$ cat src/rtl/cpi_pkg.sv
// Shared CPI global-channel definitions.
// Link state encoding and epoch ID width.
package cpi_pkg;

    localparam int CPI_EPOCH_ID_WIDTH = 10;

    typedef enum logic [2:0] {
        DISCONNECTED  = 3'd0,
        CONNECTING    = 3'd1,
        CONNECTED     = 3'd2,
        DISCONNECTING = 3'd3,
        ERROR         = 3'd4
    } cpi_link_state_e;

endpackage

$ cat src/rtl/cpi_epoch_tracker.sv
// In-order epoch ID allocator with pending count
// and last committed/rejected epoch registers.
module cpi_epoch_tracker
    import cpi_pkg::*;
#(
    parameter int EPOCH_ID_WIDTH = CPI_EPOCH_ID_WIDTH,
    parameter int MAX_PENDING    = 4
) (
    input  logic                      clk,
    input  logic                      rst,
    input  logic                      en,
    input  logic                      adv,
    input  logic                      resolve,
    input  logic                      ok,
    output logic [EPOCH_ID_WIDTH-1:0] epoch_id,
    output logic [EPOCH_ID_WIDTH-1:0] epoch_commit,
    output logic [EPOCH_ID_WIDTH-1:0] epoch_reject,
    output logic [EPOCH_ID_WIDTH-1:0] pending,
    output logic                      full
);

    localparam logic [EPOCH_ID_WIDTH-1:0] MAXP = EPOCH_ID_WIDTH'(MAX_PENDING);

    logic                      acc_adv;
    logic                      acc_res;
    logic [EPOCH_ID_WIDTH-1:0] oldest;
    logic [EPOCH_ID_WIDTH-1:0] pending_nxt;

    // Full uses the registered count, so an adv while full is
    // dropped even when a resolve frees a slot in the same cycle.
    assign acc_adv = en && adv && (pending != MAXP);
    assign acc_res = en && resolve && (pending != '0);
    assign oldest  = epoch_id - pending;

    always_comb begin
        pending_nxt = pending;
        if (acc_adv && !acc_res)
            pending_nxt = pending + 1'b1;
        else if (acc_res && !acc_adv)
            pending_nxt = pending - 1'b1;
    end

    always_ff @(posedge clk or posedge rst) begin
        if (rst) begin
            epoch_id     <= '0;
            epoch_commit <= '1;
            epoch_reject <= '1;
            pending      <= '0;
            full         <= 1'b0;
        end else begin
            if (acc_adv)
                epoch_id <= epoch_id + 1'b1;
            if (acc_res && ok)
                epoch_commit <= oldest;
            if (acc_res && !ok)
                epoch_reject <= oldest;
            pending <= pending_nxt;
            full    <= (pending_nxt == MAXP);
        end
    end

endmodule

$ cat src/rtl/cpi_agent_link_ctrl.sv
// Agent-side CPI global channel link controller.
// Optional connect/disconnect timeout: define CPI_LINK_TIMEOUT_EN.
module cpi_agent_link_ctrl
    import cpi_pkg::*;
#(
    parameter int EPOCH_ID_WIDTH = CPI_EPOCH_ID_WIDTH,
    parameter int MAX_PENDING    = 4,
    parameter int CONN_TIMEOUT   = 1023
) (
    input  logic                      clk,
    input  logic                      rst,
    input  logic                      connect_req_i,
    input  logic                      disconnect_req_i,
    input  logic                      epoch_adv_i,
    input  logic                      epoch_resolve_i,
    input  logic                      epoch_ok_i,
    input  logic                      fatal_i,
    input  logic                      viral_i,
    input  logic                      rxcon_ack_i,
    input  logic                      rxdiscon_nack_i,
    input  logic                      rx_empty_i,
    output logic                      txcon_req_o,
    output logic [EPOCH_ID_WIDTH-1:0] epoch_id_o,
    output logic [EPOCH_ID_WIDTH-1:0] epoch_commit_o,
    output logic [EPOCH_ID_WIDTH-1:0] epoch_reject_o,
    output logic                      fatal_o,
    output logic                      viral_o,
    output logic                      connected_o,
    output logic                      epoch_full_o,
    output logic [2:0]                state_o
);

    cpi_link_state_e           state;
    cpi_link_state_e           state_nxt;
    logic [EPOCH_ID_WIDTH-1:0] pending;

`ifdef CPI_LINK_TIMEOUT_EN
    localparam int TW = $clog2(CONN_TIMEOUT + 1);

    logic [TW-1:0] tmo_cnt;
    logic          in_hs;
    logic          tmo_hit;

    assign in_hs   = (state == CONNECTING) || (state == DISCONNECTING);
    assign tmo_hit = in_hs && (tmo_cnt == TW'(CONN_TIMEOUT - 1));
`endif

    always_comb begin
        state_nxt = state;
        if (fatal_i) begin
            state_nxt = ERROR;
        end else begin
            unique case (state)
                DISCONNECTED:
                    if (connect_req_i) state_nxt = CONNECTING;
                CONNECTING:
                    if (rxcon_ack_i) state_nxt = CONNECTED;
                CONNECTED:
                    if (disconnect_req_i && pending == '0)
                        state_nxt = DISCONNECTING;
                DISCONNECTING:
                    if (rxdiscon_nack_i)
                        state_nxt = CONNECTED;
                    else if (!rxcon_ack_i && rx_empty_i)
                        state_nxt = DISCONNECTED;
                ERROR: ;
                default: state_nxt = ERROR;
            endcase
`ifdef CPI_LINK_TIMEOUT_EN
            // A real fabric response in the last cycle still wins.
            if (tmo_hit && state_nxt == state)
                state_nxt = ERROR;
`endif
        end
    end

`ifdef CPI_LINK_TIMEOUT_EN
    always_ff @(posedge clk or posedge rst) begin
        if (rst)
            tmo_cnt <= '0;
        else if (!in_hs || state_nxt != state)
            tmo_cnt <= '0;
        else
            tmo_cnt <= tmo_cnt + 1'b1;
    end
`endif

    always_ff @(posedge clk or posedge rst) begin
        if (rst) begin
            state       <= DISCONNECTED;
            txcon_req_o <= 1'b0;
            connected_o <= 1'b0;
            fatal_o     <= 1'b0;
            viral_o     <= 1'b0;
        end else begin
            state       <= state_nxt;
            txcon_req_o <= (state_nxt == CONNECTING) ||
                           (state_nxt == CONNECTED);
            connected_o <= (state_nxt == CONNECTED);
            fatal_o     <= (state_nxt == ERROR);
            viral_o     <= viral_o | viral_i;
        end
    end

    assign state_o = state;

    cpi_epoch_tracker #(
        .EPOCH_ID_WIDTH (EPOCH_ID_WIDTH),
        .MAX_PENDING    (MAX_PENDING)
    ) u_epoch (
        .clk          (clk),
        .rst          (rst),
        .en           (state == CONNECTED),
        .adv          (epoch_adv_i),
        .resolve      (epoch_resolve_i),
        .ok           (epoch_ok_i),
        .epoch_id     (epoch_id_o),
        .epoch_commit (epoch_commit_o),
        .epoch_reject (epoch_reject_o),
        .pending      (pending),
        .full         (epoch_full_o)
    );

endmodule

$ cat config.mk
export PLATFORM = sky130hd
export DESIGN_NAME = cpi_agent_link_ctrl
export DESIGN_NICKNAME = d
export VERILOG_FILES = /design/src/rtl/cpi_pkg.sv /design/src/rtl/cpi_epoch_tracker.sv /design/src/rtl/cpi_agent_link_ctrl.sv
export SDC_FILE = /design/constraint.sdc
export NUM_CORES = 1
export LEC_CHECK = 0
export ABC_AREA = 1
export CORE_UTILIZATION = 49
export DETAILED_ROUTE_END_ITERATION = 10
export PLACE_DENSITY = 0.83
export SYNTH_ARGS = -nofsm -noshare
export SYNTH_HDL_FRONTEND = slang
export SYNTH_HIERARCHICAL = 1
export SYNTH_SLANG_ARGS = --single-unit
$ cat constraint.sdc
create_clock -name clk -period 2.1 [get_ports clk]
set_input_delay 0.42 -clock clk [delete_from_list [all_inputs] [get_ports clk]]
set_output_delay 0.42 -clock clk [all_outputs]
set_load 0.01 [all_outputs]
==> results of run 1 <==
report_power, final:
group	leakage, nW	internal [mW]	switching (mW)
Combinational	1.28	0.0209	0.0280
Sequential	0.538	0.926	0.0000000000000000206
Clock	0.0455	0.235	0.323
stage by stage:
stage / hold slack, ns / utilization (%) / worst slack (ns) / setup TNS, ns
3_3_place_gp: 0.453 / 63.4 / -0.0173 / -0.0173
2_1_floorplan: 0.223 / - / 0.0432 / 0
3_5_place_dp: 0.456 / 63.4 / -0.0162 / -0.0162
5_1_grt: 0.402 / 66.9 / -0.0294 / -0.0622
4_1_cts: 0.359 / 64.8 / 0.0533 / 0
6_report: 0.369 / 66.9 / 0.0848 / 0
worst min-delay path by stage:
| stage | end | slack (ns) | from | depth (start not counted) |
|---|---|---|---|---|
| after floorplan | connected_o | 0.22 | rst | 1 |
| after global placement | viral_o | 0.45 | viral_o | 1 |
| after detailed placement | viral_o | 0.46 | viral_o | 1 |
| after CTS | viral_o | 0.36 | rst | 2 |
| after global routing | txcon_req_o | 0.40 | rst | 2 |
| final | txcon_req_o | 0.37 | rst | 2 |
repair_timing:
item,in CTS,in global routing
hold endpoints to repair,0,0
resized for setup,1,21
setup buffers,0,8
pin swaps,0,21
endpoints found under the setup margin,1,6
final cells by class:
type | instances | area (sq um) | share of cell area [%]
Inverter | 49 | 185 | 4.59
Timing Repair Buffer | 78 | 712 | 17.7
Multi-Input combinational cell | 284 | 1730 | 42.9
Tap cell | 75 | 93.8 | 2.33
Clock inverter | 2 | 11.3 | 0.279
Sequential cell | 48 | 1230 | 30.4
Clock buffer | 6 | 72.6 | 1.80
kinds of logic after synthesis:
group                    Yosys count
AO/OA/AOI/OAI                     34
XOR/XNOR                          25
adder cells (fa/ha/maj)           14
buffers and inverters             53
flip-flops                        48
multiplexers                       5
AND/OR/NAND/NOR                  206
registers in the layout (all words and copies together), names as in the netlist, 3 cells and up:
signal	cells
state_o	3
u_epoch/epoch_reject	10
u_epoch/pending	10
u_epoch/epoch_id	10
u_epoch/epoch_commit	10
worst register-to-register path, cell delays in order, from the launching register on:
cell and delay, ns:
dfrtp_1 0.44, inv_2 0.11, ha_4 0.13, inv_1 0.04, nor2_2 0.14, nand3_4 0.11
nor2_4 0.14, nor2_4 0.08, nor2_4 0.22, buf_6 0.13, nand2_1 0.04, nand2_1 0.05
nand2_1 0.06, nand2_2 0.08, nor2_2 0.04, nand3_1 0.07, nor2_1 0.04
layout by cell type, fill, tap and decap left out, drive strengths merged:
| master | n |
|---|---|
| o2111ai | 1 |
| a21o | 1 |
| dfstp | 20 |
| o21ai | 13 |
| o31ai | 1 |
| o211ai | 1 |
| buf | 29 |
| xnor2 | 6 |
| a21oi | 14 |
| nand2 | 115 |
| fa | 1 |
| nor2 | 46 |
| ha | 13 |
| dfrtp | 28 |
| inv | 49 |
| nand4 | 5 |
| clkdlybuf4s50 | 49 |
| nand3b | 1 |
| clkinv | 2 |
| clkbuf | 6 |
| nor3 | 7 |
| mux2 | 5 |
| or2 | 3 |
| o21bai | 1 |
| nand3 | 29 |
| xor2 | 19 |
| o21a | 2 |
routing by layer:
metal | track usage, % | wire, um | vias up
met1 | 35.0 | 3700 | 1369
met3 | 4.67 | 385 | 11
met4 | 7.37 | 131 | 0
li1 | - | - | 1384
met5 | 0 | 0 | -
met2 | 38.8 | 3740 | 87
==> impl_metrics.env, run 1 <==
export IMPL_status="completed"
export IMPL_cp_num_buf_inv=3
export IMPL_dp_hpwl_um=5860
export IMPL_cp_depth=16
export IMPL_reg2regPathDepth=16
export IMPL_dpl_cell_count=526
export IMPL_hold_viol=0
export IMPL_routed_wl_um=7950
export IMPL_vias_per_cell=5.26
export IMPL_grt_pass1_vias=2655
export IMPL_ys_warn_count=6
export IMPL_grt_max_degree=42
export IMPL_critPathTopFamily="simple AND/OR/NAND/NOR gates"
export IMPL_totalPowerFinal_mw=1.53
export IMPL_h_tree_depth=2
export IMPL_cp_data_required_time_ns=2.30
export IMPL_num_vias=2851
export IMPL_ant_nets=0
export IMPL_holdCritPathClass="in2async"
export IMPL_period_share_pct=96.0
export IMPL_die_area_sq_um=6670
export IMPL_crit_slowest_cell="dfrtp_1"
export IMPL_worstPathArrival_ns=2.22
export IMPL_cts_max_path_buffers=2
export IMPL_synth_xor_area_share_pct=7.04
export IMPL_yosys_area_share_simple_pct=32.3
export IMPL_die_x_um=81.7
export IMPL_synth_adder_area_share_pct=5.88
export IMPL_grtUsageTotal_pct=24.9
export IMPL_path_clk_slew_ns=0.09
export IMPL_detail_route_first_pass_iterations=5
export IMPL_leakagePower_nw=1.86
export IMPL_drc=0
export IMPL_antenna_found_initial=0
export IMPL_drive_gt1_share_pct=25.1
export IMPL_placed_area_sq_um=3820
export IMPL_port_buffers=49
export IMPL_yosysTopAreaCell="dfrtp_1"
export IMPL_drt_iter0_markers=173
export IMPL_dieHeight_um=81.7
export IMPL_cts_sinks=48
export IMPL_worstSkewPairLatency_ns=0.31
export IMPL_synth_area_leaders="dfrtp_1 23%, dfstp_2 17%, nand2_1 13%"
export IMPL_r2r_start="u_epoch/pending[0]"
export IMPL_synth_top_family_by_area="simple AND/OR/NAND/NOR gates"
export IMPL_muxShareOfSynthArea_pct=1.81
export IMPL_max_slew_margin_pct=64.5
export IMPL_path_cells="inv_2, ha_4, inv_1, nor2_2, nand3_4, nor2_4, nor2_4, nor2_4, buf_6, nand2_1, nand2_1, nand2_1, nand2_2, nor2_2, nand3_1, nor2_1"
export IMPL_max_freq_ghz=0.496
export IMPL_cp_slowest_stage_delay_ns=0.44
export IMPL_cp_endpoint="u_epoch/full"
export IMPL_ir_drop_mv=0.270
export IMPL_nFillCells=490
export IMPL_worst_pin_slew_ns=0.532
export IMPL_rows=28
export IMPL_synth_avg_cell_area_sq_um=8.08
export IMPL_synthFlopType="dfrtp_1"
export IMPL_rrSetupSlack_ns=0.08
export IMPL_maxCapViolations=0
export IMPL_synthesis_nets=411
export IMPL_synth_top_cell_area_share_pct=22.5
export IMPL_synth_seq_cells=48
export IMPL_cp_startpoint="u_epoch/pending[0]"
export IMPL_crit_type="reg2reg"
export IMPL_finalSetupViolCount=0
export IMPL_fin_cells=542
export IMPL_ioPinCount=50
export IMPL_cp_max_fo=7
export IMPL_grt_pass1_wl_um=12400
export IMPL_cts_buffers=5
export IMPL_timing_final_crit_period_ns=2.02
export IMPL_reg2reg_to="u_epoch/full"
export IMPL_fin_skew_ns=0.00843
export IMPL_diodes=0
export IMPL_cts_hold_buf=0
export IMPL_yosysMostFrequentCell="nand2_1"
export IMPL_synth_cells=385
export IMPL_cp_end_kind="register"
export IMPL_synth_edf_count=0
export IMPL_synthArstFlopShare_pct=100
export IMPL_maxSlewViolCount=0
export IMPL_synth_area_sq_um=3110
export IMPL_fin_area_sq_um=4030
export IMPL_synth_compound_area_share_pct=6.56
export IMPL_wire_per_inst_um=14.7
export IMPL_synthToLayoutAreaGrowth_pct=29.7
export IMPL_cts_tree="done"
export IMPL_start_util_pct=51.6
export IMPL_gp_congestion=0.945
export IMPL_synth_common_cells="104 x nand2_1, 43 x inv_1, 33 x nor2_1"
export IMPL_yosysSeqAreaShare_pct=39.4
export IMPL_cts_root_buf="clkbuf_8"
export IMPL_core_sq_um=6030
export IMPL_crit_path_start_kind="register"
export IMPL_ys_types=36
export IMPL_powerDensity_nw_per_um2=380
export IMPL_gr_total_overflow=0
export IMPL_finalNetCount=492
(Power assumes the default switching activity.)
==> inputs of run 2 (changes only) <==
Settings changed: CAP_MARGIN set to 25, CORE_MARGIN set to 5.
==> run 2 against run 1 <==
Core utilization decreased by 3.2 points. Power decreased by 0.52%. Via count increased by 0.28%.
==> impl_metrics.env, run 2 (synthesis gave the netlist of run 1 again) <==
export IMPL_grt_use_met3_pct=4.84
export IMPL_drive_gt1_share_pct=23.9
export IMPL_start_util_pct=49.5
export IMPL_p_int_mw=1.18
export IMPL_timing_final_crit_period_ns=2.04
export IMPL_fin_skew_ns=0.00711
export IMPL_worstSkewPairLatency_ns=0.31
export IMPL_layout_commonest_cell="nand2_1"
export IMPL_period_share_pct=97.4
export IMPL_maxCapViolations=0
export IMPL_cts_hold_buf=0
export IMPL_mostFrequentLayoutCells="103 x nand2_1, 49 x clkdlybuf4s50_1, 41 x inv_1"
export IMPL_use_met1_pct=28.6
export IMPL_max_slew_margin_pct=64.4
export IMPL_diodes=0
export IMPL_cp_max_fo=7
export IMPL_h_tree_depth=2
export IMPL_crit_type="reg2reg"
export IMPL_ioPinCount=50
export IMPL_pwr_share_comb_pct=3.1
export IMPL_core_sq_um=6280
export IMPL_rows=29
export IMPL_max_freq_ghz=0.489
export IMPL_gr_total_overflow=0
export IMPL_powerDensity_nw_per_um2=381
export IMPL_port_buffers=49
export IMPL_grtUsageTotal_pct=21.3
export IMPL_busiest_layer="met2"
export IMPL_final_setup_worst_slack_ns=0.0556
export IMPL_cts_buffers=5
export IMPL_finalSetupViolCount=0
export IMPL_cts_max_path_buffers=2
export IMPL_nFillCells=513
export IMPL_vias_per_cell=5.27
export IMPL_antenna_found_initial=0
export IMPL_cts_tree="done"
export IMPL_ant_nets=0
export IMPL_ir_drop_mv=0.296
export IMPL_synthToLayoutAreaGrowth_pct=28.7
export IMPL_cts_root_buf="clkbuf_8"
export IMPL_cp_end_kind="register"
export IMPL_path_clk_slew_ns=0.09
export IMPL_crit_path_start_kind="register"
export IMPL_maxSlewViolCount=0
export IMPL_setup_tns_ns=0
export IMPL_cp_data_required_time_ns=2.35
export IMPL_finalNetCount=490
export IMPL_cts_sinks=48
export IMPL_p_switching_mw=0.344
export IMPL_dieHeight_um=89.7
export IMPL_worst_pin_slew_ns=0.534
export IMPL_grt_max_degree=42
export IMPL_placed_area_sq_um=3820
export IMPL_num_vias=2859
export IMPL_drc=0
export IMPL_die_x_um=89.7
export IMPL_grt_pass1_vias=2727
export IMPL_gp_congestion=0.928
export IMPL_holdCritPathClass="in2async"
export IMPL_clkPwrFrac_pct=36.2
export IMPL_place_ws_ns=-0.0308
export IMPL_use_met2_pct=34.6
export IMPL_hold_viol=0
export IMPL_routed_wl_um=8080
export IMPL_fin_area_sq_um=4000
export IMPL_die_area_sq_um=8040
export IMPL_dp_hpwl_um=6070
export IMPL_status="completed"
export IMPL_drt_iter0_markers=217
export IMPL_worstPathArrival_ns=2.29
export IMPL_grt_pass1_wl_um=13100
export IMPL_netSwitchingFraction_pct=22.5
export IMPL_seqPwrFrac_pct=60.7
export IMPL_wire_per_inst_um=14.9
export IMPL_detail_route_first_pass_iterations=5
export IMPL_leakagePower_nw=1.86
[run 2: cell count changes in the layout (fill, tap and decap cells not counted), sizes merged]
cell,previous run,this run
buf,29,27
[run 2: final timing paths]
| path | cells past startpoint | endpoint | slack (ns) | startpoint |
|---|---|---|---|---|
| worst min register to register | 2 | u_epoch/epoch_commit[2] | 0.47 | u_epoch/epoch_commit[2] |
| worst max register to register | 9 | u_epoch/epoch_commit[9] | 0.06 | u_epoch/pending[8] |
| worst max-delay path | 9 | u_epoch/epoch_commit[9] | 0.06 | u_epoch/pending[8] |
| worst min-delay path | 2 | viral_o | 0.36 | rst |
| max in group asynchronous | 3 | u_epoch/pending[6] | 1.12 | rst |
| min in group clk | 2 | u_epoch/epoch_commit[2] | 0.47 | u_epoch/epoch_commit[2] |
[run 2: area by class of cell]
class	count	area (sq um)	area share, %
tap	77	96.3	2.41
timing repair buffer	76	693	17.3
inverter	49	185	4.63
clock buffer	6	72.6	1.81
sequential	48	1230	30.7
multi-input combinational	284	1710	42.8
clock inverter	2	11.3	0.282
[run 2: per-stage QoR]
stage,power (mW),hold slack [ns],cells,utilization (%)
after floorplan,0.961,0.223,385,-
after global placement,0.990,0.451,528,60.9
after detailed placement,0.991,0.454,528,60.9
after CTS,1.54,0.362,536,62.3
after global routing,1.59,0.378,542,63.7
final,1.52,0.363,542,63.7
[run 2: per-layer routing]
metal / vias up / part of all wire (%)
li1: 1380 / -
met1: 1350 / 44
met2: 113 / 47
met3: 16 / 6.7
met4: 0 / 2.0
met5: - / 0
[run 2: power by group through the flow]
stage / clock network (mW) / registers, mW / logic [mW]
floorplan: 0 / 0.942 / 0.0186
global placement: 0 / 0.942 / 0.0475
detailed placement: 0 / 0.942 / 0.0489
CTS: 0.570 / 0.926 / 0.0490
global route: 0.606 / 0.926 / 0.0536
finish: 0.551 / 0.926 / 0.0477
[run 2: critical path, stage by stage (launching register included)]
cell	delay, ns
dfrtp_1	0.50
inv_1	0.16
ha_1	0.39
nand2_1	0.12
nor2_1	0.07
nand3_1	0.11
o2111ai_1	0.15
or2_2	0.32
nand3_1	0.10
nand2_1	0.06
[run 2: repair_timing]
item | 4_1_cts | 5_1_grt
resized for setup | 2 | 17
setup endpoints to repair | 3 | 11
endpoints found under the hold margin | 0 | 0
pin swaps | 0 | 7
gates cloned | 0 | 0
buffers inserted | 0 | 6
